$ cat config.mk
export PLATFORM = sky130hd
export DESIGN_NAME = vga_fb_scheduler
export DESIGN_NICKNAME = d
export VERILOG_FILES = /design/src/rtl/vga_fb_pkg.sv /design/src/rtl/rr_arbiter2.sv /design/src/rtl/vga_fb_scheduler.sv
export SDC_FILE = /design/constraint.sdc
export NUM_CORES = 1
export LEC_CHECK = 0
export ABC_AREA = 1
export CELL_PAD_IN_SITES_DETAIL_PLACEMENT = 1
export CELL_PAD_IN_SITES_GLOBAL_PLACEMENT = 2
export CORE_UTILIZATION = 25
export CTS_CLUSTER_SIZE = 28
export DETAILED_ROUTE_END_ITERATION = 12
export GPL_ROUTABILITY_DRIVEN = 0
export PLACE_DENSITY_LB_ADDON = 0.1
export SLEW_MARGIN = 40
export SYNTH_ARGS = -nofsm -noshare
export SYNTH_HDL_FRONTEND = slang
export SYNTH_SLANG_ARGS = --single-unit
$ cat constraint.sdc
create_clock -name Clock -period 12.4 [get_ports Clock]
set_clock_uncertainty 0.05 [all_clocks]
set_input_delay 2.48 -clock Clock [delete_from_list [all_inputs] [get_ports Clock]]
set_output_delay 2.48 -clock Clock [all_outputs]
set_load 0.1 [all_outputs]
$ cat src/rtl/vga_fb_pkg.sv
// Shared types for the framebuffer scheduler: clear FSM states, RAM slot
// kinds and the framebuffer depth helper.
package vga_fb_pkg;

  typedef enum logic {IDLE, CLEAR} clr_state_t;

  typedef enum logic [2:0] {DISP, CLR, WR0, WR1, NONE} slot_t;

  function automatic int unsigned fb_depth(input int unsigned w, input int unsigned h);
    return w * h;
  endfunction

endpackage

$ cat src/rtl/rr_arbiter2.sv
// Two-way round-robin arbiter; a lone requester always wins, and on
// contention the client that was not granted last wins.
module rr_arbiter2 (
  input  logic       Clock,
  input  logic       Reset,
  input  logic [1:0] req,
  input  logic       enable,
  output logic [1:0] grant
);

  logic last_q, last_d;

  always_comb begin
    grant = '0;
    if (enable) begin
      unique case (req)
        2'b11:   grant = last_q ? 2'b01 : 2'b10;
        2'b01:   grant = 2'b01;
        2'b10:   grant = 2'b10;
        default: grant = '0;
      endcase
    end
  end

  always_comb begin
    last_d = last_q;
    if (grant[0])      last_d = 1'b0;
    else if (grant[1]) last_d = 1'b1;
  end

  // Starts at 1 so client 0 wins the first contention.
  always_ff @(posedge Clock or posedge Reset) begin
    if (Reset) last_q <= 1'b1;
    else       last_q <= last_d;
  end

endmodule

$ cat src/rtl/vga_fb_scheduler.sv
// Shares a single-port framebuffer RAM between VGA scan-out, a clear engine
// and two pixel writers, and drives the upscaled pixel colour to the DAC.
module vga_fb_scheduler
  import vga_fb_pkg::*;
#(
  parameter int unsigned FB_W   = 200,
  parameter int unsigned FB_H   = 150,
  parameter int unsigned SHIFT  = 2,
  parameter int unsigned PIX_W  = 8,
  parameter int unsigned ADDR_W = 15
) (
  input  logic              Clock,
  input  logic              Reset,
  input  logic              blank_n,
  input  logic [10:0]       nextX,
  input  logic [9:0]        nextY,
  output logic [PIX_W-1:0]  pixel,
  input  logic              wr0_valid,
  output logic              wr0_ready,
  input  logic [ADDR_W-1:0] wr0_addr,
  input  logic [PIX_W-1:0]  wr0_data,
  input  logic              wr1_valid,
  output logic              wr1_ready,
  input  logic [ADDR_W-1:0] wr1_addr,
  input  logic [PIX_W-1:0]  wr1_data,
  input  logic              clear_start,
  input  logic [PIX_W-1:0]  clear_colour,
  output logic              clear_busy,
  output logic [ADDR_W-1:0] mem_addr,
  output logic              mem_we,
  output logic [PIX_W-1:0]  mem_wdata,
  input  logic [PIX_W-1:0]  mem_rdata
);

  localparam int unsigned       FB_DEPTH  = fb_depth(FB_W, FB_H);
  localparam logic [ADDR_W-1:0] LAST_ADDR = ADDR_W'(FB_DEPTH - 1);
  localparam logic [10:0]       X_MASK    = 11'((1 << SHIFT) - 1);

  logic              disp_slot;
  logic [ADDR_W-1:0] disp_addr;
  logic [1:0]        grant;
  slot_t             slot;

  clr_state_t        state_q, state_d;
  logic [ADDR_W-1:0] cnt_q, cnt_d;
  logic [PIX_W-1:0]  colour_q, colour_d;

  logic              disp_d_q, blank_d_q;
  logic [PIX_W-1:0]  hold_q;

  assign disp_slot = blank_n && ((nextX & X_MASK) == '0);
  assign disp_addr = ADDR_W'(((32'(nextY) >> SHIFT) * FB_W) + (32'(nextX) >> SHIFT));

  // Writers only compete for slots not taken by scan-out or the clear engine.
  rr_arbiter2 u_arb (
    .Clock  (Clock),
    .Reset  (Reset),
    .req    ({wr1_valid, wr0_valid}),
    .enable (!disp_slot && !clear_busy),
    .grant  (grant)
  );

  assign wr0_ready = grant[0];
  assign wr1_ready = grant[1];

  always_ff @(posedge Clock or posedge Reset) begin
    if (Reset) begin
      state_q  <= IDLE;
      cnt_q    <= '0;
      colour_q <= '0;
    end else begin
      state_q  <= state_d;
      cnt_q    <= cnt_d;
      colour_q <= colour_d;
    end
  end

  always_comb begin
    state_d  = state_q;
    cnt_d    = cnt_q;
    colour_d = colour_q;
    unique case (state_q)
      IDLE: begin
        if (clear_start) begin
          state_d  = CLEAR;
          cnt_d    = '0;
          colour_d = clear_colour;
        end
      end
      CLEAR: begin
        if (!disp_slot) begin
          if (cnt_q == LAST_ADDR) begin
            state_d = IDLE;
            cnt_d   = '0;
          end else begin
            cnt_d = cnt_q + 1'b1;
          end
        end
      end
      default: state_d = IDLE;
    endcase
  end

  always_comb begin
    clear_busy = (state_q == CLEAR);
  end

  always_comb begin
    slot = NONE;
    if (disp_slot)       slot = DISP;
    else if (clear_busy) slot = CLR;
    else if (grant[0])   slot = WR0;
    else if (grant[1])   slot = WR1;
  end

  // Out-of-range client writes still handshake but never reach the RAM.
  always_comb begin
    mem_addr  = '0;
    mem_we    = 1'b0;
    mem_wdata = '0;
    unique case (slot)
      DISP: mem_addr = disp_addr;
      CLR: begin
        mem_addr  = cnt_q;
        mem_we    = 1'b1;
        mem_wdata = colour_q;
      end
      WR0: begin
        mem_addr  = wr0_addr;
        mem_we    = (32'(wr0_addr) < FB_DEPTH);
        mem_wdata = wr0_data;
      end
      WR1: begin
        mem_addr  = wr1_addr;
        mem_we    = (32'(wr1_addr) < FB_DEPTH);
        mem_wdata = wr1_data;
      end
      default: ;
    endcase
  end

  always_ff @(posedge Clock or posedge Reset) begin
    if (Reset) begin
      disp_d_q  <= 1'b0;
      blank_d_q <= 1'b0;
      hold_q    <= '0;
    end else begin
      disp_d_q  <= disp_slot;
      blank_d_q <= blank_n;
      if (disp_d_q) hold_q <= mem_rdata;
    end
  end

  always_comb begin
    pixel = '0;
    if (blank_d_q) pixel = disp_d_q ? mem_rdata : hold_q;
  end

endmodule

==> out/qor.csv, run 1 <==
stage,metric,value,unit
critical_path,element type at the critical path start,input pin,
logic_synthesis,Syn Inst Count,507,
floorplanning,Site Rows,42,
worst_hold_path,Worst Hold Depth,2,
floorplanning,die width,118.6,microns
logic_synthesis,syn_nets,633,
logic_synthesis,Mapped Area,3401,sq um
detailed_routing,routed via count,3734,
logic_synthesis,"Primary FF master, synth",dfrtp_1,
clocking,Resized cells post-CTS,0,
sta,period utilization,0.7169,
clocking,Worst-path clk slew,0.06,ns
critical_path,CP Launch Point,nextY[3],
floorplanning,Starting Density,0.2568,
sta,slew margin rel.,0.4998,
logic_synthesis,register area share after synthesis,0.2579,
sta,Final Critical Period,8.890,ns
sta,RSZ-0062 raised after global routing,no,
sta,worst slew pin tran,0.7495,ns
floorplanning,Die Span Y,118.6,microns
logic_synthesis,yosys warns,0,
critical_path,r2r setup slk,10.16,ns
finish,"commonest cells after routing, fill and taps aside","nand2_1 (177), clkdlybuf4s50_1 (86), inv_1 (62)",
global_routing,largest net degree at the start of global routing,36,
logic_synthesis,syn avg cell area,6.708,sq um
logic_synthesis,Yosys reg bits,35,
sta,Final Hold Vio Count,0,
logic_synthesis,number of synthesized flops with an enable pin,0,
logic_synthesis,"Async S/R FF share, synth",1.000,
finish,nets,752,
finish,"most common cell after layout, fill and taps aside",nand2_1,
sta,hold slack,0.4159,ns
clocking,htree depth,2,
job,Max-Cap Viols,0,
global_routing,initial antenna violation count,0,
logic_synthesis,synth top area cells,"dfrtp_1 (25%), nand2_1 (20%), ha_1 (12%)",
power_and_ir_drop,P_leak,2.424,nW
finish,Layout area overhead,40.65,%
sta,post-route setup TNS,0,ns
critical_path,Crit Path Class,input pin to output pin,
floorplanning,core box area,13240,sq um
critical_path,worst reg2reg path endpoint,cnt_q[3],
power_and_ir_drop,Peak VDD IR,0.08179,mV
logic_synthesis,dominant cell type by area after synthesis,dfrtp_1,
place,placed cells,795,
clocking,insertion delay to the later sink of the worst-skew pair,0.28,ns
place,HPWL after DPL,10000,microns
floorplanning,io pins,124,
finish,layout cells sized above 1,0.1180,
clocking,CTS tree,done,
critical_path,FF-to-FF path depth,7,
finish,Antenna Cells,0,
detailed_routing,Post-Route WL,11810,microns
sta,"Slew Viols, Final",0,
sta,Final Setup Violations,0,
clocking,CTS root buf,clkbuf_16,
worst_hold_path,Worst Hold Class,flop to flop,
critical_path,crit path DAT,6.36,ns
logic_synthesis,"Distinct cells, synth",41,
detailed_routing,met3 WL,807,microns
critical_path,crit path max fanout,6,
detailed_routing,DRT iter0 DRCs,100,
clocking,Post-CTS Setup Bufs,0,
critical_path,CP Capture Type,output pin,
detailed_routing,DR WL met2,5852,microns
critical_path,R2R Path Start,clear_busy,
power_and_ir_drop,pwr dens,140.3,nW/um^2
critical_path,Setup crit end,mem_addr[11],
sta,fmax,112.5,MHz
power_and_ir_drop,total power,0.0006711,W
floorplanning,die area,14070,sq um
detailed_routing,DR WL/cell,14.71,microns
global_routing,vias in the first global route,4052,
detailed_routing,DRC viols,0,
finish,"non-filler cells, final",803,
critical_path,WP data required,9.87,ns
detailed_routing,WL met1,5042,microns
clocking,CTS buffer count,5,
global_routing,Total GRT Usage,0.1781,
clocking,Longest Clk Path Bufs,2,
global_routing,first-pass GRT wire length,19940,microns
clocking,clock tree sinks,35,
detailed_routing,drt pass-1 iters,4,
clocking,hold buffers post-CTS,0,
detailed_routing,Post-DRT Antenna Nets,0,
logic_synthesis,top cell type's share of synthesized area,0.2502,
detailed_routing,vias per inst,4.650,
place,PortBufs,121,
status,outcome,"finished, final reports clean",
detailed_routing,max layer used,met4,
global_routing,GRT overflow,0,
layer usage:
| layer | vias up | track usage |
|---|---|---|
| met5 | - | 0 |
| met1 | 1739 | 0.2055 |
| met4 | 0 | 0.03323 |
| li1 | 1895 | - |
| met2 | 92 | 0.3231 |
| met3 | 8 | 0.05405 |
where the power goes:
| part | leakage, nW | switching [W] | internal [W] |
|---|---|---|---|
| sequential | 0.438 | 0.0000194 | 0.000133 |
| combinational | 1.90 | 0.000267 | 0.000105 |
| clock | 0.0838 | 0.0000517 | 0.0000948 |
stage by stage:
| step | setup WS, ns | util | instance area (sq um) |
|---|---|---|---|
| after global placement | 2.803 | 0.3617 | 4790 |
| after detailed placement | 3.465 | 0.3485 | 4614 |
| final | 3.510 | 0.3612 | 4783 |
| after CTS | 3.452 | 0.3612 | 4783 |
| after floorplan | 3.615 | - | 3401 |
| after global routing | 3.257 | 0.3612 | 4783 |
state kept, by name (all words and copies together), names as in the netlist:
| register | count |
|---|---|
| hold_q | 8 |
| cnt_q | 15 |
| clear_busy | 1 |
| blank_d_q | 1 |
| colour_q | 8 |
| disp_d_q | 1 |
| u_arb.last_q | 1 |
cell usage after synthesis, types with 2 or more instances:
master and instances:
o22ai_1 5, or2_2 3, clkbuf_1 2, inv_1 63, nand4_1 6, xnor2_1 2
a21boi_0 2, o21ai_0 20, o211ai_1 4, o21ai_1 5, nand3_1 37, a21oi_1 22
xor2_1 3, nand2_2 5, nor3_1 6, nor2_1 25, o2111ai_1 4, nor2_2 2
inv_2 6, fa_1 4, buf_2 6, nor2_4 4, nand2_1 177, dfrtp_1 34
a22oi_1 10, nand3_2 3, ha_1 33
worst min path at each step:
stage,startpoint,end
finish,hold_q[2],hold_q[2]
global route,u_arb.last_q,u_arb.last_q
CTS,u_arb.last_q,u_arb.last_q
detailed placement,hold_q[2],hold_q[2]
global placement,hold_q[6],hold_q[6]
floorplan,hold_q[0],hold_q[0]
critical path, cell delays in order:
cell,delay [ns]
clkdlybuf4s50_1,0.53
ha_1,0.35
ha_1,0.29
ha_1,0.30
inv_1,0.06
fa_1,0.53
inv_1,0.04
ha_1,0.36
nand2_1,0.09
nor3_1,0.26
nor2_1,0.09
nor2_1,0.19
o21ai_0,0.15
nand3_1,0.16
buf_2,0.45
logic make-up (layout without fill, tap and decap cells):
group,Yosys count,in the layout,synth area share
XOR/XNOR,5,5,0.01288
buffers and inverters,81,201,0.09382
flip-flops,35,35,0.2579
AND/OR/NAND/NOR,272,272,0.3547
AO/OA/AOI/OAI,77,77,0.1358
adder cells (fa/ha/maj),37,37,0.1450
cell type report:
| type | count | area (sq um) |
|---|---|---|
| Clock buffer | 5 | 125.1 |
| Clock inverter | 3 | 43.79 |
| Sequential cell | 35 | 877.1 |
| Tap cell | 176 | 220.2 |
| Fill cell | 1723 | 8459 |
| Timing Repair Buffer | 122 | 1044 |
| Inverter | 71 | 269.0 |
| Multi-Input combinational cell | 391 | 2205 |
Note: power is estimated with default switching activity, not from simulation.
==> inputs of run 2 (changes only) <==
Settings changed: CORE_UTILIZATION 25 to 24.
Clock period 12.4 ns to 9 ns, I/O delays scaled along.
==> run 2 against run 1 <==
Compared with the run above: sequential share of layout area is essentially flat; clock-buffer cell count is the same; critical path type unchanged; largest cell class unchanged; clock power grew 16%; global-route usage shrank 0.97 points; register-to-register slack lost 3.4 ns; first-iteration DRC count grew 11%; sequential power grew 39%.
==> out/qor.csv, run 2 (synthesis gave the netlist of run 1 again) <==
stage,metric,value,unit,change
detailed_routing,routed via count,3707,,-0.72%
status,outcome,"finished, final reports clean",,
global_routing,met1 GRT Util,0.1992,,-0.006305
sta,RSZ-0062 raised after global routing,no,,
sta,Final Critical Period,7.398,ns,
clocking,htree depth,2,,unchanged
finish,"commonest cells after routing, fill and taps aside","nand2_1 (177), clkdlybuf4s50_1 (86), inv_1 (62)",,
clocking,Worst-path clk slew,0.06,ns,about the same
detailed_routing,DRT iter0 DRCs,111,,+11%
finish,Antenna Cells,0,,unchanged
sta,period utilization,0.8220,,
floorplanning,die width,121.0,microns,+2.0%
place,HPWL after DPL,9919,microns,-0.84%
place,PortBufs,121,,unchanged
global_routing,M3 GR Usage,0.05310,,-0.0009526
clocking,CTS buffer count,5,,unchanged
power_and_ir_drop,P_leak,2.414,nW,-0.41%
critical_path,crit path max fanout,6,,unchanged
global_routing,vias in the first global route,3867,,-4.6%
sta,Final Hold Vio Count,0,,unchanged
floorplanning,Site Rows,43,,+2.4%
global_routing,first-pass GRT wire length,19270,microns,-3.4%
clocking,clock tree sinks,35,,unchanged
finish,"most common cell after layout, fill and taps aside",nand2_1,,
finish,nets,752,,unchanged
clocking,CTS root buf,clkbuf_16,,
finish,Layout fillers,1771,,+2.8%
worst_hold_path,Worst Hold Class,flop to flop,,
global_routing,largest net degree at the start of global routing,36,,unchanged
clocking,CTS tree,done,,
power_and_ir_drop,Peak VDD IR,0.08467,mV,+3.5%
floorplanning,core box area,13830,sq um,+4.4%
clocking,hold buffers post-CTS,0,,unchanged
finish,Multi-input gate area,2205,sq um,unchanged
finish,Largest register FFs,15,,unchanged
sta,slew margin rel.,0.5064,,+0.006593
power_and_ir_drop,pwr dens,187.5,nW/um^2,+34%
clocking,Resized cells post-CTS,0,,unchanged
finish,Layout area overhead,40.40,%,
floorplanning,io pins,124,,unchanged
finish,layout cells sized above 1,0.1180,,unchanged
critical_path,element type at the critical path start,input pin,,
detailed_routing,DR WL/cell,14.49,microns,-1.5%
detailed_routing,Post-Route WL,11690,microns,-1.0%
sta,fmax,135.2,MHz,
finish,top flop regs,"cnt_q x15, colour_q x8, hold_q x8",,
floorplanning,Starting Density,0.2460,,-0.01085
global_routing,Total GRT Usage,0.1684,,-0.009703
global_routing,met2 Use GR,0.2975,,-0.02560
sta,"Slew Viols, Final",0,,unchanged
floorplanning,die area,14650,sq um,+4.1%
finish,Reg area,877.1,sq um,unchanged
floorplanning,Die Span Y,121.0,microns,+2.0%
global_routing,initial antenna violation count,1,,+1
detailed_routing,vias per inst,4.594,,-1.2%
sta,worst slew pin tran,0.7396,ns,-0.009878 ns
detailed_routing,Post-DRT Antenna Nets,0,,unchanged
global_routing,GRT Max-Usage Layer,met2,,
finish,post-layout util,0.3453,,-0.01590
critical_path,CP Capture Type,output pin,,
critical_path,crit path DAT,5.55,ns,-0.81 ns
clocking,insertion delay to the later sink of the worst-skew pair,0.28,ns,about the same
detailed_routing,DRC viols,0,,unchanged
sta,Final Setup Violations,0,,unchanged
sta,post-route setup TNS,0,ns,unchanged
detailed_routing,drt pass-1 iters,4,,unchanged
critical_path,WP data required,7.15,ns,-2.72 ns
critical_path,Crit Path Class,input pin to output pin,,
clocking,Post-CTS Setup Bufs,0,,unchanged
finish,"Most flops, register",cnt_q,,
job,Max-Cap Viols,0,,unchanged
global_routing,GRT overflow,0,,unchanged
clocking,Longest Clk Path Bufs,2,,unchanged
run 2: final cells by class:
class | count | share of cell area
Sequential cell | 35 | 0.1837
Clock inverter | 3 | 0.003145
Multi-Input combinational cell | 391 | 0.4617
Clock buffer | 5 | 0.02621
Inverter | 71 | 0.05634
Tap cell | 180 | 0.04717
Timing Repair Buffer | 122 | 0.2217
run 2: per-layer routing:
| metal | vias up | routed length (microns) |
|---|---|---|
| li1 | 1890 | - |
| met1 | 1714 | 5168 |
| met2 | 92 | 5538 |
| met3 | 9 | 883 |
| met4 | 2 | 85 |
| met5 | - | 13 |
run 2: per-stage QoR:
step | setup WS, ns | instances | area [sq um] | hold slack [ns] | total power [W]
6_report | 1.602 | 807 | 4775 | 0.4163 | 0.0008955
5_1_grt | 1.370 | 807 | 4775 | 0.4413 | 0.0009578
4_1_cts | 1.572 | 807 | 4775 | 0.4157 | 0.0009103
3_5_place_dp | 1.585 | 799 | 4634 | 0.4072 | 0.0007370
3_3_place_gp | 1.421 | 799 | 4780 | 0.3996 | 0.0007475
2_1_floorplan | 1.575 | 507 | 3401 | 0.3869 | 0.0005989
run 2: path summary, 6_finish.rpt:
check                                   from           end  slack [ns]  cells past startpoint
worst max-delay path                nextY[3]  mem_addr[13]        1.60                     17
worst min register to register  u_arb.last_q  u_arb.last_q        0.42                      2
max in group asynchronous              Reset  u_arb.last_q        6.67                      3
worst max register to register    clear_busy      cnt_q[3]        6.79                      7
worst min-delay path            u_arb.last_q  u_arb.last_q        0.42                      2
min in group asynchronous              Reset      cnt_q[9]        1.88                      3
run 2: worst max-delay path, stage by stage:
cell	delay [ns]
clkdlybuf4s50_1	0.52
ha_1	0.35
ha_1	0.29
ha_1	0.29
inv_1	0.06
fa_1	0.53
inv_1	0.04
ha_1	0.37
nand2_1	0.09
nor3_1	0.28
nor2_1	0.11
nor2_1	0.23
nand2_1	0.09
nand2_1	0.06
nand3_1	0.06
nand2_1	0.08
buf_4	0.29
run 2: power by group:
part	switching, W	total (W)	internal [W]	leakage, nW
Combinational	0.000366	0.000514	0.000147	1.90
Sequential	0.0000288	0.000212	0.000183	0.438
Clock	0.0000687	0.000170	0.000101	0.0733
